<file path="config.mk">
export PLATFORM = sky130hd
export DESIGN_NAME = scan_reg_bank_flat
export DESIGN_NICKNAME = d
export VERILOG_FILES = /design/src/rtl/scan_pkg.sv /design/src/rtl/scan_reg_bank_if.sv /design/src/rtl/scan_seg.sv /design/src/rtl/scan_reg_bank.sv /design/src/flat_wrapper.sv
export SDC_FILE = /design/constraint.sdc
export NUM_CORES = 1
export LEC_CHECK = 0
export BUFFER_PORTS_ARGS = -buffer_cell sky130_fd_sc_hd__buf_2
export CORE_MARGIN = 2
export CORE_UTILIZATION = 45
export CTS_BUF_LIST = sky130_fd_sc_hd__clkbuf_4 sky130_fd_sc_hd__clkbuf_8
export DETAILED_ROUTE_END_ITERATION = 7
export PLACE_DENSITY = 0.71
export SLEW_MARGIN = 10
export SYNTH_ARGS = -nofsm -noshare
export SYNTH_HDL_FRONTEND = slang
export SYNTH_SLANG_ARGS = --single-unit
</file>
<file path="constraint.sdc">
create_clock -name CLK -period 3.3 [get_ports CLK]
set_input_delay 0.66 -clock CLK [delete_from_list [all_inputs] [get_ports CLK]]
set_output_delay 0.66 -clock CLK [all_outputs]
set_load 0.02 [all_outputs]
</file>
<file path="src/rtl/scan_pkg.sv">
// Shared sizing helpers for the scan register bank.
// Pure elaboration-time functions, no logic.
// No flow control.
package scan_pkg;

    // Length of one scan segment.
    function automatic int seg_len(input int width, input int chains);
        return (chains > 0) ? (width / chains) : 0;
    endfunction

    // Width of a counter that must reach the value l.
    function automatic int cnt_width(input int l);
        return (l < 1) ? 1 : $clog2(l + 1);
    endfunction

    // Legal bank shape: at least one chain, and equal-length segments.
    function automatic bit cfg_ok(input int width, input int chains);
        return (chains >= 1) && (width >= chains) && ((width % chains) == 0);
    endfunction

endpackage

</file>
<file path="src/rtl/scan_reg_bank_if.sv">
// Functional and scan signal bundle for scan_reg_bank.
// Plain wires, no added latency.
// No flow control: the bank accepts inputs on every clock edge.
interface scan_reg_bank_if
    import scan_pkg::*;
#(
    parameter int WIDTH  = 16,
    parameter int CHAINS = 2
);
    localparam int L  = seg_len(WIDTH, CHAINS);
    localparam int CW = cnt_width(L);

    logic [WIDTH-1:0]  DIN;
    logic [CHAINS-1:0] SDIN;
    logic              SSEL;
    logic              HOLD;
    logic              UPD;
    logic [WIDTH-1:0]  Q;
    logic [WIDTH-1:0]  QN;
    logic [CHAINS-1:0] SDOUT;
    logic [CW-1:0]     SHIFT_CNT;
    logic              SDONE;

    modport master (
        output DIN, SDIN, SSEL, HOLD, UPD,
        input  Q, QN, SDOUT, SHIFT_CNT, SDONE
    );

    modport slave (
        input  DIN, SDIN, SSEL, HOLD, UPD,
        output Q, QN, SDOUT, SHIFT_CNT, SDONE
    );
endinterface

</file>
<file path="src/rtl/scan_seg.sv">
// One scan segment: capture, hold or shift toward bit 0.
// Register updates 1 cycle after inputs; scan-out is bit 0 of the register.
// No flow control: shift has priority over hold, hold over capture.
module scan_seg #(
    parameter int           L       = 4,
    parameter logic [L-1:0] RST_VAL = '0
) (
    input  logic         CLK,
    input  logic         RSTB,
    input  logic [L-1:0] i_din,
    input  logic         i_sdin,
    input  logic         i_ssel,
    input  logic         i_hold,
    output logic [L-1:0] o_r,
    output logic         o_sdout
);
    logic [L-1:0] r_bits;
    logic [L-1:0] w_shift;

    // Shifted value: new bit enters at the top, bit 0 falls out.
    generate
        if (L == 1) begin : g_one
            assign w_shift = i_sdin;
        end else begin : g_many
            assign w_shift = {i_sdin, r_bits[L-1:1]};
        end
    endgenerate

    // Segment register with shift > hold > capture priority.
    always_ff @(posedge CLK or negedge RSTB) begin
        if (!RSTB) begin
            r_bits <= RST_VAL;
        end else if (i_ssel) begin
            r_bits <= w_shift;
        end else if (!i_hold) begin
            r_bits <= i_din;
        end
    end

    assign o_r     = r_bits;
    assign o_sdout = r_bits[0];
endmodule

</file>
<file path="src/rtl/scan_reg_bank.sv">
// Multi-chain scan register bank with shadow output and shift-complete flag.
// DIN->capture 1 cycle, capture->Q 1 cycle after UPD; SDONE 1 cycle after the L-th shift.
// No flow control: every edge acts on the current mode inputs.
module scan_reg_bank
    import scan_pkg::*;
#(
    parameter int               WIDTH   = 16,
    parameter int               CHAINS  = 2,
    parameter logic [WIDTH-1:0] RST_VAL = '0
) (
    input  logic             CLK,
    input  logic             RSTB,
    scan_reg_bank_if.slave   bus
);
    localparam int            L    = seg_len(WIDTH, CHAINS);
    localparam int            CW   = cnt_width(L);
    localparam logic [CW-1:0] LMAX = CW'(L);

    // Reject bank shapes that cannot be split into equal segments.
    generate
        if (!cfg_ok(WIDTH, CHAINS)) begin : g_bad_cfg
            $error("scan_reg_bank: WIDTH must be a non-zero multiple of CHAINS");
        end
    endgenerate

    logic [WIDTH-1:0]  w_r;
    logic [CHAINS-1:0] w_sdout;
    logic [WIDTH-1:0]  r_q;
    logic [CW-1:0]     r_cnt;
    logic              r_sdone;

    generate
        for (genvar c = 0; c < CHAINS; c++) begin : g_seg
            scan_seg #(
                .L       (L),
                .RST_VAL (RST_VAL[c*L +: L])
            ) u_seg (
                .CLK     (CLK),
                .RSTB    (RSTB),
                .i_din   (bus.DIN[c*L +: L]),
                .i_sdin  (bus.SDIN[c]),
                .i_ssel  (bus.SSEL),
                .i_hold  (bus.HOLD),
                .o_r     (w_r[c*L +: L]),
                .o_sdout (w_sdout[c])
            );
        end
    endgenerate

    // Shadow register samples the pre-edge capture value, even mid-shift.
    always_ff @(posedge CLK or negedge RSTB) begin
        if (!RSTB) begin
            r_q <= RST_VAL;
        end else if (bus.UPD) begin
            r_q <= w_r;
        end
    end

    // Consecutive-shift counter saturating at L; SDONE fires only on the L-1 -> L step.
    always_ff @(posedge CLK or negedge RSTB) begin
        if (!RSTB) begin
            r_cnt   <= '0;
            r_sdone <= 1'b0;
        end else if (bus.SSEL) begin
            if (r_cnt != LMAX) begin
                r_cnt <= r_cnt + 1'b1;
            end
            r_sdone <= (r_cnt == LMAX - 1'b1);
        end else begin
            r_cnt   <= '0;
            r_sdone <= 1'b0;
        end
    end

    assign bus.Q         = r_q;
    assign bus.QN        = ~r_q;
    assign bus.SDOUT     = w_sdout;
    assign bus.SHIFT_CNT = r_cnt;
    assign bus.SDONE     = r_sdone;
endmodule

</file>
<file path="src/flat_wrapper.sv">
// flat-port wrapper written by rule: the top's interface ports become plain ports
module scan_reg_bank_flat import scan_pkg::*;
#(
    parameter int               WIDTH   = 16,
    parameter int               CHAINS  = 2,
    parameter logic [WIDTH-1:0] RST_VAL = '0
)
  (CLK, RSTB, bus_DIN, bus_SDIN, bus_SSEL, bus_HOLD, bus_UPD, bus_Q, bus_QN, bus_SDOUT, bus_SHIFT_CNT, bus_SDONE);
  scan_reg_bank_if #(.WIDTH(WIDTH), .CHAINS(CHAINS)) bus_i ();
  input  logic CLK;
  input  logic RSTB;
  input wire logic [$bits(bus_i.DIN)-1:0] bus_DIN;
  input wire logic [$bits(bus_i.SDIN)-1:0] bus_SDIN;
  input wire logic [$bits(bus_i.SSEL)-1:0] bus_SSEL;
  input wire logic [$bits(bus_i.HOLD)-1:0] bus_HOLD;
  input wire logic [$bits(bus_i.UPD)-1:0] bus_UPD;
  output wire logic [$bits(bus_i.Q)-1:0] bus_Q;
  output wire logic [$bits(bus_i.QN)-1:0] bus_QN;
  output wire logic [$bits(bus_i.SDOUT)-1:0] bus_SDOUT;
  output wire logic [$bits(bus_i.SHIFT_CNT)-1:0] bus_SHIFT_CNT;
  output wire logic [$bits(bus_i.SDONE)-1:0] bus_SDONE;
  assign bus_i.DIN = bus_DIN;
  assign bus_i.SDIN = bus_SDIN;
  assign bus_i.SSEL = bus_SSEL;
  assign bus_i.HOLD = bus_HOLD;
  assign bus_i.UPD = bus_UPD;
  assign bus_Q = bus_i.Q;
  assign bus_QN = bus_i.QN;
  assign bus_SDOUT = bus_i.SDOUT;
  assign bus_SHIFT_CNT = bus_i.SHIFT_CNT;
  assign bus_SDONE = bus_i.SDONE;
  scan_reg_bank #(.WIDTH(WIDTH), .CHAINS(CHAINS), .RST_VAL(RST_VAL)) u_core (.CLK(CLK), .RSTB(RSTB), .bus(bus_i));
endmodule
</file>
# Word level (Yosys, flattened, before mapping)
# Cells that the tools add are included.
# totals
input_bits,23
output_inout_bits,39
wordCells,18
register_bits,37
# classes
n_eq_ne,4
n_addsub,1
bitwise_logic,1
mux,7
# op_table
operator,count
two-way mux 8 bit,4
inverter 16 bit,1
two-way mux 4 bit,2
"adder 4 x 1 -> 4 bit, second input constant",1
"== test 4 x 3 -> 1 bit, second input constant",1
"inequality test 4 bit, second input constant",1
"inequality test 2 x 1 -> 1 bit, second input constant",1
"inequality test 2 bit, second input constant",1
two-way mux 1 bit,1

# Logic depth before layout (Yosys ltp)
# Gate-level depths: netlist of run 1.
# logic_depth
word_depth,3
ltp_mapped,5
ltp_nobuf,5

# Cells and area by module
# A second synthesis of run 1 with hierarchy kept.
# unflattened
cells_unflattened,159
area_unflattened_um2,1632.8
# modules_own_cells
mod,instances,cells_each,seq_area_each_um2,area_per_inst_um2
scan_reg_bank,1,89,525.5,872.1
scan_seg,2,35,200.2,380.4

# Worst setup path after synthesis of run 1
# Ideal clock, no wire load.
# synth_timing
path_kind,input to register
startpoint,in bus_HOLD
endpoint,reg u_core.g_seg[0].u_seg.r_bits[1]
arrival_time_ns,1.146
stages,4
t_required_ns,3.169
setup_time_ns,0.131
path_slack_ns,2.022
n_path_buf,2
cell_sequence,buf_6 -> buf_12 -> mux2i_1 -> o21ai_1
# synth_via
elab_chain_len,1
# synth_lines
item,line_no,rtl
"start, declared",flat_wrapper.sv:15,input wire logic [$bits(bus_i.HOLD)-1:0] bus_HOLD;
inequality test 2 bit (no source line),--,
"end signal, assigned",scan_seg.sv:34,r_bits <= w_shift;
"end signal, assigned",scan_seg.sv:36,r_bits <= i_din;
"end, declared",scan_seg.sv:17,logic [L-1:0] r_bits;
# No other way between the ends.
# A chain may end at the register's enable or synchronous reset.

# Final worst setup path of run 1
# layout_timing
startpoint,reg u_core.r_cnt[2] (netlist: u_core.bus.SHIFT_CNT[2])
endpoint,out bus_SHIFT_CNT[2]
# layout_lines
item,line_no,rtl
"start, declared",scan_reg_bank.sv:29,logic [CW-1:0] r_cnt;
"start signal, assigned",scan_reg_bank.sv:66,r_cnt <= r_cnt + 1'b1;
"end, declared",flat_wrapper.sv:20,output wire logic [$bits(bus_i.SHIFT_CNT)-1:0] bus_SHIFT_CNT;
# No word-level cell between the ends.

==> impl_metrics.tcl, run 1 <==
set metrics [dict create \
    p_leak_nw 1.07 \
    synthMuxAreaShare 0.0983 \
    grt_pass1_wl_um 5380 \
    period_minus_slack_ns 1.62 \
    post_drt_via_cell_ratio 4.75 \
    setup-tns-final_ns 0 \
    start_util 0.477 \
    timing.fmax_ghz 0.619 \
    dieArea_um2 4120 \
    cts_buffers 5 \
    area.growth.synth_to_final_pct 23.7 \
    drc_errors 0 \
    clkSinkCount 37 \
    hp-class "primary input to asynchronous set/reset pin" \
    synth_seq_area_share 0.568 \
    nets 244 \
    synth_top_family_by_area "simple AND/OR/NAND/NOR gates" \
    maxCapViolCount 0 \
    ant_nets 0 \
    synth-seq-cells 37 \
    cts-hold-fix-buffers 0 \
    finalSetupViolations 0 \
    clock_latency_ns 0.33 \
    synth_simple_gate_area_frac 0.111 \
    drive_gt1_frac 0.314 \
    gp_congestion 0.666 \
    fin_skew_ns 0.0119 \
    drt_iter0_drc 115 \
    critPathMaxStageDelay_ns 0.43 \
    syn_nets 187 \
    clk_pin_slew_ns 0.12 \
    final_util 0.590 \
    ir_drop_mv 0.371 \
    dieHeight_um 64.2 \
    synthXorXnorAreaFrac 0.0108 \
    vias 1264 \
    cts_tree "built" \
    setup.worst_path.end_class "output pin" \
    grt.overflow.total 0 \
    routed_wl_um 3070 \
    whs_ns 0.397 \
    synth_fa_ha_area_frac 0.0154 \
    hold_violations 0 \
    postCtsSetupRepairBufs 0 \
    finalMaxSlewViolations 0 \
    total_power_w 0.00117 \
    synth_compound_area_frac 0.106 \
    diodes 0 \
    root_buffer "clkbuf_4" \
    cp.required_ns 2.64 \
    grt_usage 0.173 \
    timing.rr.end "u_core.bus.SHIFT_CNT[0]$_DFFE_PN0P_" \
    coreArea_um2 3420 \
    h-tree-depth 2 \
    dr.pass1.iters 4 \
    path_class "flop to output pin" \
    worstPathCellList "buf_2" \
    rrSetupSlack_ns 2.07 \
    routedWlPerCell_um 11.5 \
    powerDensity_nw_per_um2 580 \
    rsz0062_at_grt "false" \
    crit_family "flip-flops" \
    critical_path_buf_inv_count 1 \
    r2r_cells 5 \
    antenna_found_initial 0 \
    tightest_slew_ns 0.797 \
    syn_area_per_cell_um2 10.1 \
    io_pins 62 \
    crit_arrival_ns 0.96 \
    cts.path.max_buffers 2 \
    synthCells 162 \
    final_cell_mix "61 x buf_2, 37 x dfrtp_1, 34 x nand2_1" \
    grt_max_degree 39 \
    synth_warnings 0 \
    hpwl_um 2100 \
    post_cts_resized 0 \
    syn-cell-area_um2 1630 \
    final_common_cell "buf_2" \
    crit_slowest_cell "dfrtp_1" \
    std_cell_rows 21 \
    r2r_start "u_core.bus.SHIFT_CNT[0]$_DFFE_PN0P_" \
    io_buffers 61 \
    die_w_um 64.2 \
    grt_pass1_vias 1164 \
    relSlewSlack 0.468 \
    status "completed" \
    cp-start-kind "flop" \
    crit_fanout 6 \
    ys_types 19 \
    period_share 0.490 \
]
## where the power goes
group	switching, W	internal, W
combinational	0.000160	0.0000860
sequential	0.0000351	0.000506
clock	0.000147	0.000235
## layer usage
layer | global-route usage | share of wire | wire length (um) | vias up
met4 | 0.0559 | 0.0088 | 27 | 0
met3 | 0.0651 | 0.069 | 211 | 4
met2 | 0.249 | 0.45 | 1370 | 42
met5 | 0 | 0 | 0 | -
li1 | - | - | - | 635
met1 | 0.241 | 0.47 | 1460 | 583
## cells by family after synthesis
group	count (synthesis)
AND/OR/NAND/NOR	42
multiplexers	16
buffers and inverters	29
flip-flops	37
XOR/XNOR	2
adder cells (fa/ha/maj)	2
AO/OA/AOI/OAI	34
## through the flow
stage | std cells | setup slack (ns) | instance area [um2]
2_1_floorplan | 162 | 2.02 | 1630
3_3_place_gp | 258 | 1.76 | 1910
3_5_place_dp | 258 | 1.75 | 1910
4_1_cts | 266 | 1.66 | 2020
5_1_grt | 266 | 1.59 | 2020
6_report | 266 | 1.68 | 2020
## area by class of cell
| cell class | instances | area (um2) |
|---|---|---|
| flip-flops and latches | 37 | 926 |
| well taps | 46 | 57.6 |
| repair buffers | 61 | 305 |
| multi-input cells | 96 | 557 |
| inverters | 18 | 67.6 |
| clock inverters | 3 | 65.1 |
| clock buffers | 5 | 37.5 |
| fillers | 337 | 1400 |
## flip-flops by register name (all words and copies together) (netlist names)
name                    flops
u_core.bus.Q               16
u_core.bus.SHIFT_CNT        4
u_core.bus.SDONE            1
u_core.g_seg.u_seg.o_r     16
## how the worst max path moves through the flow
stage / from / end / cells past startpoint
after global placement: bus_HOLD / u_core.g_seg[0].u_seg.o_r[0]$_DFFE_PN0P_ / 3
after floorplan: bus_HOLD / u_core.g_seg[0].u_seg.o_r[1]$_DFFE_PN0P_ / 4
after CTS: u_core.bus.SHIFT_CNT[2]$_DFFE_PN0P_ / bus_SHIFT_CNT[2] / 1
after detailed placement: bus_HOLD / u_core.g_seg[0].u_seg.o_r[0]$_DFFE_PN0P_ / 3
final: u_core.bus.SHIFT_CNT[2]$_DFFE_PN0P_ / bus_SHIFT_CNT[2] / 1
after global routing: u_core.bus.SHIFT_CNT[3]$_DFFE_PN0P_ / bus_SHIFT_CNT[3] / 1
## synth_stat cells, drive strengths merged
cell type  number  share of area
a21boi          1         0.0046
and2            2         0.0077
and4b           1         0.0061
buf             9          0.044
clkbuf          2         0.0046
dfrtp          37           0.57
ha              2          0.015
inv            18          0.041
mux2i          16          0.098
nand2          34          0.078
nand2b          1         0.0038
nand3           2         0.0061
nand3b          2         0.0092
o21ai          33           0.10
xnor2           2          0.011
Power figures use the tool's default switching activity.
==> run 2, diff against run 1 <==
PLACE_DENSITY = 0.74   (was 0.71)
clock period = 1.4 ns   (was 3.3 ns; I/O delays follow)
==> impl_metrics.tcl, run 2 (synthesis results as in run 1) <==
set metrics [dict create \
    dr.pass1.iters 4 \
    p_leak_nw 1.07 \
    final_cell_mix "61 x buf_2, 37 x dfrtp_1, 34 x nand2_1" \
    critPathMaxStageDelay_ns 0.44 \
    crit_arrival_ns 0.96 \
    status "completed" \
    drc_errors 0 \
    multiInputGateArea_um2 557 \
    maxCapViolCount 0 \
    tightest_slew_ns 0.475 \
    grt_usage 0.174 \
    fillCellCount 325 \
    whs_ns 0.154 \
    post_cts_resized 0 \
    cts_tree "built" \
    setup.worst_path.end_class "output pin" \
    relSlewSlack 0.683 \
    cts_buffers 5 \
    io_pins 62 \
    hp-class "primary input to flop" \
    placed_cell_area_um2 1960 \
    ir_drop_mv 0.560 \
    area.growth.synth_to_final_pct 24.3 \
    routed_wl_um 3030 \
    worstPathCellList "buf_2" \
    post_drt_via_cell_ratio 4.81 \
    vias 1298 \
    powerDensity_nw_per_um2 1200 \
    nets 249 \
    cp.required_ns 1.12 \
    antenna_found_initial 0 \
    ant_nets 0 \
    final_common_cell "buf_2" \
    grt_pass1_wl_um 5470 \
    design_area_um2 2020 \
    finalSetupViolations 0 \
    drive_gt1_frac 0.321 \
    period_share 0.887 \
    dieArea_um2 4120 \
    period_minus_slack_ns 1.24 \
    timing.fmax_ghz 0.806 \
    crit_slowest_cell "dfrtp_1" \
    clk_pin_slew_ns 0.10 \
    start_util 0.477 \
    crit_fanout 5 \
    seqCellArea_um2 926 \
    postCtsSetupRepairBufs 0 \
    grt.overflow.total 0 \
    die_w_um 64.2 \
    path_class "flop to output pin" \
    setup-tns-final_ns 0 \
    routedWlPerCell_um 11.2 \
    finalMaxSlewViolations 0 \
    clkSinkCount 37 \
    hpwl_um 2160 \
    dieHeight_um 64.2 \
    critical_path_buf_inv_count 1 \
    hold_violations 0 \
    root_buffer "clkbuf_4" \
    gp_congestion 0.754 \
    grt_max_degree 38 \
    fin_skew_ns 0.00399 \
    cts.path.max_buffers 2 \
    io_buffers 61 \
    std_cell_rows 21 \
    drt_iter0_drc 68 \
    rsz0062_at_grt "false" \
    grt_pass1_vias 1226 \
    cp-start-kind "flop" \
    coreArea_um2 3420 \
    crit_family "flip-flops" \
    h-tree-depth 2 \
    diodes 0 \
    clock_latency_ns 0.33 \
]
[run 2: cell types whose count changed in the layout (fill, tap and decap cells not counted), sizes merged]
cell	before	now
dlygate4sd3	0	1
buf	61	65
clkinv	1	0
bufinv	2	0
clkbuf	5	7
[run 2: worst min-delay path: cells and delay by family]
kind                   cells  cell delay, ns
AOI/OAI and AO/OA          1            0.06
buffers and inverters      1            0.07
and+or+nand+nor            1            0.04
[run 2: path summary, 6_finish.rpt]
path,startpoint,to,slack (ns),cells after the start
max,u_core.bus.SHIFT_CNT[3]$_DFFE_PN0P_,bus_SHIFT_CNT[3],0.16,1
min,bus_SDIN[1],u_core.g_seg[1].u_seg.o_r[7]$_DFFE_PN0P_,0.15,3
max reg2reg,u_core.bus.SHIFT_CNT[0]$_DFFE_PN0P_,u_core.bus.SHIFT_CNT[0]$_DFFE_PN0P_,0.16,5
min reg2reg,u_core.g_seg[1].u_seg.o_r[1]$_DFFE_PN0P_,u_core.bus.Q[9]$_DFFE_PN0P_,0.51,2
max in group asynchronous,RSTB,u_core.bus.Q[5]$_DFFE_PN0P_,0.57,3
min in group asynchronous,RSTB,u_core.g_seg[1].u_seg.o_r[7]$_DFFE_PN0P_,0.52,3
[run 2: timing repair]
action,in CTS,in global routing
endpoints found under the setup margin,0,0
endpoints found under the hold margin,37,0
hold buffers,1,0
[run 2: per-stage QoR]
step	power (W)	utilization	instances	setup slack [ns]
6_report	0.00244	0.593	270	0.159
5_1_grt	0.00261	0.593	270	0.0344
4_1_cts	0.00248	0.593	270	0.137
3_5_place_dp	0.00190	0.573	262	0.175
3_3_place_gp	0.00188	0.573	262	0.234
2_1_floorplan	0.00167	-	162	0.161
[run 2: where the power goes]
| group | internal (W) | switching, W | leakage, nW |
|---|---|---|---|
| combinational | 0.000216 | 0.000381 | 0.572 |
| sequential | 0.00119 | 0.0000777 | 0.467 |
| clock | 0.000256 | 0.000313 | 0.0348 |
[run 2: metal layers]
layer  GRT usage  routed length, um  up-vias
li1            -                  -      646
met5           0                  0        -
met4      0.0638                 53        0
met3      0.0634                232        7
met2       0.288               1400       45
met1       0.208               1350      600
[run 2: cell type report]
class	instances	share of cell area
sequential	37	0.457
clock buffer	7	0.0290
tap	46	0.0284
timing repair buffer	66	0.177
multi-input combinational	96	0.275
inverter	18	0.0334
